==> config.mk <==
export PLATFORM = sky130hd
export DESIGN_NAME = tinymips_mmio_timer
export DESIGN_NICKNAME = d
export VERILOG_FILES = /design/src/rtl/tinymips_mmio_timer.sv
export SDC_FILE = /design/constraint.sdc
export NUM_CORES = 1
export LEC_CHECK = 0
export ABC_AREA = 1
export BUFFER_PORTS_ARGS = -buffer_cell sky130_fd_sc_hd__buf_2
export CORE_MARGIN = 2
export CORE_UTILIZATION = 59
export DETAILED_ROUTE_END_ITERATION = 8
export GPL_TIMING_DRIVEN = 0
export PLACE_DENSITY_LB_ADDON = 0.05
export SYNTH_ARGS = -nofsm -noshare
export SYNTH_HDL_FRONTEND = slang
export SYNTH_SLANG_ARGS = --single-unit
==> constraint.sdc <==
create_clock -name clk -period 2.6 [get_ports clk]
set_input_delay 0.26 -clock clk [delete_from_list [all_inputs] [get_ports clk]]
set_output_delay 0.26 -clock clk [all_outputs]
set_load 0.02 [all_outputs]
==> src/rtl/tinymips_mmio_timer.sv <==
// Memory-mapped prescaled 16-bit timer on the TinyMIPS RAM bus (CTRL/COUNT/COMPARE/STATUS).
// Define TIMER_AUTORELOAD_EN to implement CTRL.reload (COUNT returns to 0 on a compare match).
module tinymips_mmio_timer #(
  parameter int unsigned           SIZE     = 8,
  parameter logic [SIZE-1:0]       BASE     = 8'hF0,
  parameter int unsigned           PRESCALE = 4
) (
  input  logic            clk,
  input  logic            rst,
  input  logic            wrEn,
  input  logic [SIZE-1:0] addr,
  input  logic [15:0]     data_in,
  output logic [15:0]     data_out,
  output logic            hit,
  output logic            irq
);

  typedef enum logic [1:0] {
    REG_CTRL    = 2'd0,
    REG_COUNT   = 2'd1,
    REG_COMPARE = 2'd2,
    REG_STATUS  = 2'd3
  } reg_sel_e;

`ifdef TIMER_AUTORELOAD_EN
  localparam logic [2:0] CTRL_MASK = 3'b111;
`else
  localparam logic [2:0] CTRL_MASK = 3'b011;
`endif
  localparam logic [15:0] PRESC_LAST = 16'(PRESCALE - 1);

  logic [2:0]  ctrl_q,    ctrl_d;
  logic [15:0] count_q,   count_d;
  logic [15:0] compare_q, compare_d;
  logic        match_q,   match_d;
  logic [15:0] presc_q,   presc_d;
  logic [15:0] rdata_q,   rdata_d;
  logic        hit_q,     hit_d;

  logic        in_win;
  reg_sel_e    sel;
  logic        wr;
  logic        tick;
  logic        match_now;
  logic [15:0] count_inc;

  // BASE is 4-aligned, so the window is every address sharing BASE's upper bits.
  assign in_win    = (addr[SIZE-1:2] == BASE[SIZE-1:2]);
  assign sel       = reg_sel_e'(addr[1:0]);
  assign wr        = wrEn && in_win;
  assign tick      = ctrl_q[0] && (presc_q == PRESC_LAST);
  assign count_inc = count_q + 16'd1;
  assign match_now = tick && !(wr && sel == REG_COUNT) && (count_inc == compare_q);

  // NOTE: every always_comb output gets a default first so no path leaves it unassigned (no latch).
  always_comb begin
    ctrl_d    = ctrl_q;
    count_d   = count_q;
    compare_d = compare_q;
    match_d   = match_q;
    presc_d   = 16'd0;
    rdata_d   = 16'd0;
    hit_d     = in_win;

    if (ctrl_q[0] && !tick) presc_d = presc_q + 16'd1;

    // A CPU store to COUNT overrides the tick entirely.
    if (wr && sel == REG_COUNT)   count_d = data_in;
    else if (match_now && ctrl_q[2]) count_d = 16'd0;
    else if (tick)                count_d = count_inc;

    if (match_now)                                    match_d = 1'b1;
    else if (wr && sel == REG_STATUS && data_in[0])   match_d = 1'b0;

    if (wr && sel == REG_CTRL)    ctrl_d    = data_in[2:0] & CTRL_MASK;
    if (wr && sel == REG_COMPARE) compare_d = data_in;

    if (in_win) begin
      unique case (sel)
        REG_CTRL:    rdata_d = {13'd0, ctrl_q};
        REG_COUNT:   rdata_d = count_q;
        REG_COMPARE: rdata_d = compare_q;
        REG_STATUS:  rdata_d = {15'd0, match_q};
        default:     rdata_d = 16'd0;
      endcase
    end
  end

  // NOTE: state flops use non-blocking assignments so every flop samples pre-edge values.
  always_ff @(posedge clk or negedge rst) begin
    if (!rst) begin
      ctrl_q    <= 3'd0;
      count_q   <= 16'd0;
      compare_q <= 16'hFFFF;
      match_q   <= 1'b0;
      presc_q   <= 16'd0;
      rdata_q   <= 16'd0;
      hit_q     <= 1'b0;
    end else begin
      ctrl_q    <= ctrl_d;
      count_q   <= count_d;
      compare_q <= compare_d;
      match_q   <= match_d;
      presc_q   <= presc_d;
      rdata_q   <= rdata_d;
      hit_q     <= hit_d;
    end
  end

  assign data_out = rdata_q;
  assign hit      = hit_q;
  assign irq      = match_q & ctrl_q[1];

endmodule

==> flow_summary.json <==
{
  "placed_cells": 609,
  "routed_wl_mm": 9.28,
  "routedWlPerCell_um": 14.8,
  "cts_tree": "done",
  "cts_setup_buffers": 0,
  "synth_edf_count": 0,
  "insertedDiodeCount": 0,
  "yosysUniqueCellTypes": 34,
  "ys_seq_elements": 68,
  "cp.arrival_ns": 2.24,
  "synth_most_common_cell": "nand2_1",
  "layout.nets": 574,
  "cts_sinks": 68,
  "grt_antenna_before_repair": 0,
  "yosysTopAreaCell": "dfrtp_1",
  "dr.pass1.iters": 5,
  "fmax_mhz": 512,
  "end_kind": "flip-flop",
  "io_buffers": 44,
  "powerDensity_nw_per_um2": 547,
  "worst_setup_path_start_kind": "flip-flop",
  "ant_nets": 0,
  "clock_latency_ns": 0.35,
  "die_y_um": 83.6,
  "holdBufCountCts": 0,
  "cts.repair.resized": 0,
  "synth.area.top_cells": "dfrtp_1 (35%), nand2_1 (15%), dfstp_2 (11%)",
  "crit_path_start": "count_q[1]",
  "pin_count": 45,
  "die_w_um": 83.6,
  "r2r_start": "count_q[1]",
  "synthSimpleGateAreaFrac_pct": 32.5,
  "synth_area_um2": 3730,
  "worst_ir_drop_vdd_v": 0.000356,
  "avgSynthCellArea_um2": 7.62,
  "root_buffer": "clkbuf_8",
  "synthXorXnorAreaFrac_pct": 2.65,
  "leakage_nw": 2.00,
  "clk_pin_slew_ns": 0.08,
  "yosys_warnings": 0,
  "r2r.worst_path.cells": 13,
  "post-route-period-util_pct": 75.0,
  "via_per_inst": 5.70,
  "status": "finished, final reports clean",
  "drive_gt1_share_pct": 18.5,
  "grt_usage_pct": 28.1,
  "relSlewSlack_pct": 43.5,
  "vias": 3561,
  "critPathKind": "reg -> reg",
  "hold_viol": 0,
  "gp_congestion": 0.971,
  "first_iter_violations": 380,
  "clockBufferDepth": 2,
  "rrSetupSlack_ns": 0.65,
  "syn-num-nets": 519,
  "synthMuxAreaShare_pct": 0.302,
  "first_global_vias": 3291,
  "placement_rows": 28,
  "coreArea_um2": 6030,
  "dp_hpwl_mm": 6.38,
  "maxCapViolCount": 0,
  "crit_required_ns": 2.89,
  "postSynthCellCount": 490,
  "async_flop_share_pct": 100,
  "rsz0062_at_grt": "false",
  "hp-class": "in -> async",
  "synth_compound_area_share_pct": 10.7,
  "clock_skew_ns": 0.00805,
  "synth_adder_area_share_pct": 0.670,
  "crit_fanout": 6,
  "rr_endpoint": "match_q",
  "fin_tns_setup_ns": 0,
  "syn_to_final_growth_pct": 14.9,
  "synth_top_family_by_area": "simple AND/OR/NAND/NOR gates",
  "synth_top_area_share_pct": 34.9,
  "final_cells": 625,
  "synth_common_cells": "nand2_1 (146), inv_1 (53), dfrtp_1 (52), nor2_1 (47), nand3_1 (46)",
  "h-tree-depth": 3,
  "die-area_um2": 6980,
  "worstMarginPinSlew_ns": 0.847,
  "drv_slew": 0,
  "cts_buffers": 9,
  "grt_max_degree": 69,
  "finalPower_mw": 2.35,
  "grt_pass1_wl_mm": 15.7,
  "seq_area_frac_synth_pct": 46.1,
  "period_minus_slack_ns": 1.95,
  "initial_core_util_pct": 62.0,
  "overflow": 0,
  "setup_violations": 0,
  "drc_errors": 0,
  "ys.flop_type": "dfrtp_1"
}
[power by group]
group	switching, mW	internal (mW)	leakage [nW]	total, mW
registers	0.0314	1.09	0.890	1.13
clock network	0.420	0.633	0.115	1.05
logic	0.106	0.0630	0.991	0.169
[stage by stage]
stage                     hold WS [ns]  utilization [%]  setup slack, ns  instance area, um2
after floorplan                -0.0356                -             1.07                3730
after global routing            0.0898             71.2            0.479                4290
final                          0.00647             71.2            0.649                4290
after CTS                       0.0457             71.2            0.674                4290
after global placement           0.448             67.2            0.661                4050
after detailed placement         0.424             67.2            0.676                4050
[cells in the final DEF (no fill, tap or decap), drive strengths merged, types with 9 or more instances in the layout]
cell type    n
clkbuf      16
a21oi       34
dfrtp       52
nand4       10
nor2        57
o21ai       16
inv         54
nand3       47
o221ai       9
buf         48
dfstp       16
nand2      152
[per-layer routing]
| metal | track usage [%] | wire length [um] | vias to the layer above |
|---|---|---|---|
| met5 | 0 | 0 | - |
| met4 | 11.1 | 190 | 0 |
| met3 | 4.75 | 726 | 24 |
| met2 | 44.1 | 4380 | 141 |
| met1 | 39.0 | 3980 | 1676 |
| li1 | - | - | 1720 |
[registers in the layout (all words and copies together) (netlist names)]
name,flops
ctrl_q,2
match_q,1
data_out,16
count_q,16
compare_q,16
hit,1
presc_q,16
[cell families (layout without fill, tap and decap cells)]
family / Yosys count / count (layout)
simple gates: 276 / 276
compound gates: 68 / 68
flops: 68 / 68
buf+inv: 67 / 127
xor+xnor: 8 / 8
fa+ha+maj: 2 / 2
mux: 1 / 1
[worst max-delay path, cell delays in order, from the launching register on]
cell and delay [ns]:
dfrtp_1 0.43, ha_1 0.26, nand2_2 0.11, nor2_4 0.18, nand2_2 0.12, nand2_1 0.12
nand3_1 0.08, nand2_1 0.08, nand2_1 0.07, nor2_1 0.12, nand2_1 0.06, nor2_1 0.10
nand2_1 0.08, nand2_1 0.07
[how the worst max path moves through the flow]
stage / endpoint
6_report: match_q
5_1_grt: match_q
4_1_cts: match_q
3_5_place_dp: count_q[3]
3_3_place_gp: count_q[3]
2_1_floorplan: match_q
[layout make-up]
type | count | area (um2)
plain buffers | 11 | 55.1
multi-input cells | 355 | 1750
repair buffers | 44 | 223
fillers | 498 | 1740
flip-flops and latches | 68 | 1720
clock buffers | 9 | 124
well taps | 75 | 93.8
inverters | 56 | 210
clock inverters | 7 | 115
(Power assumes the default switching activity.)
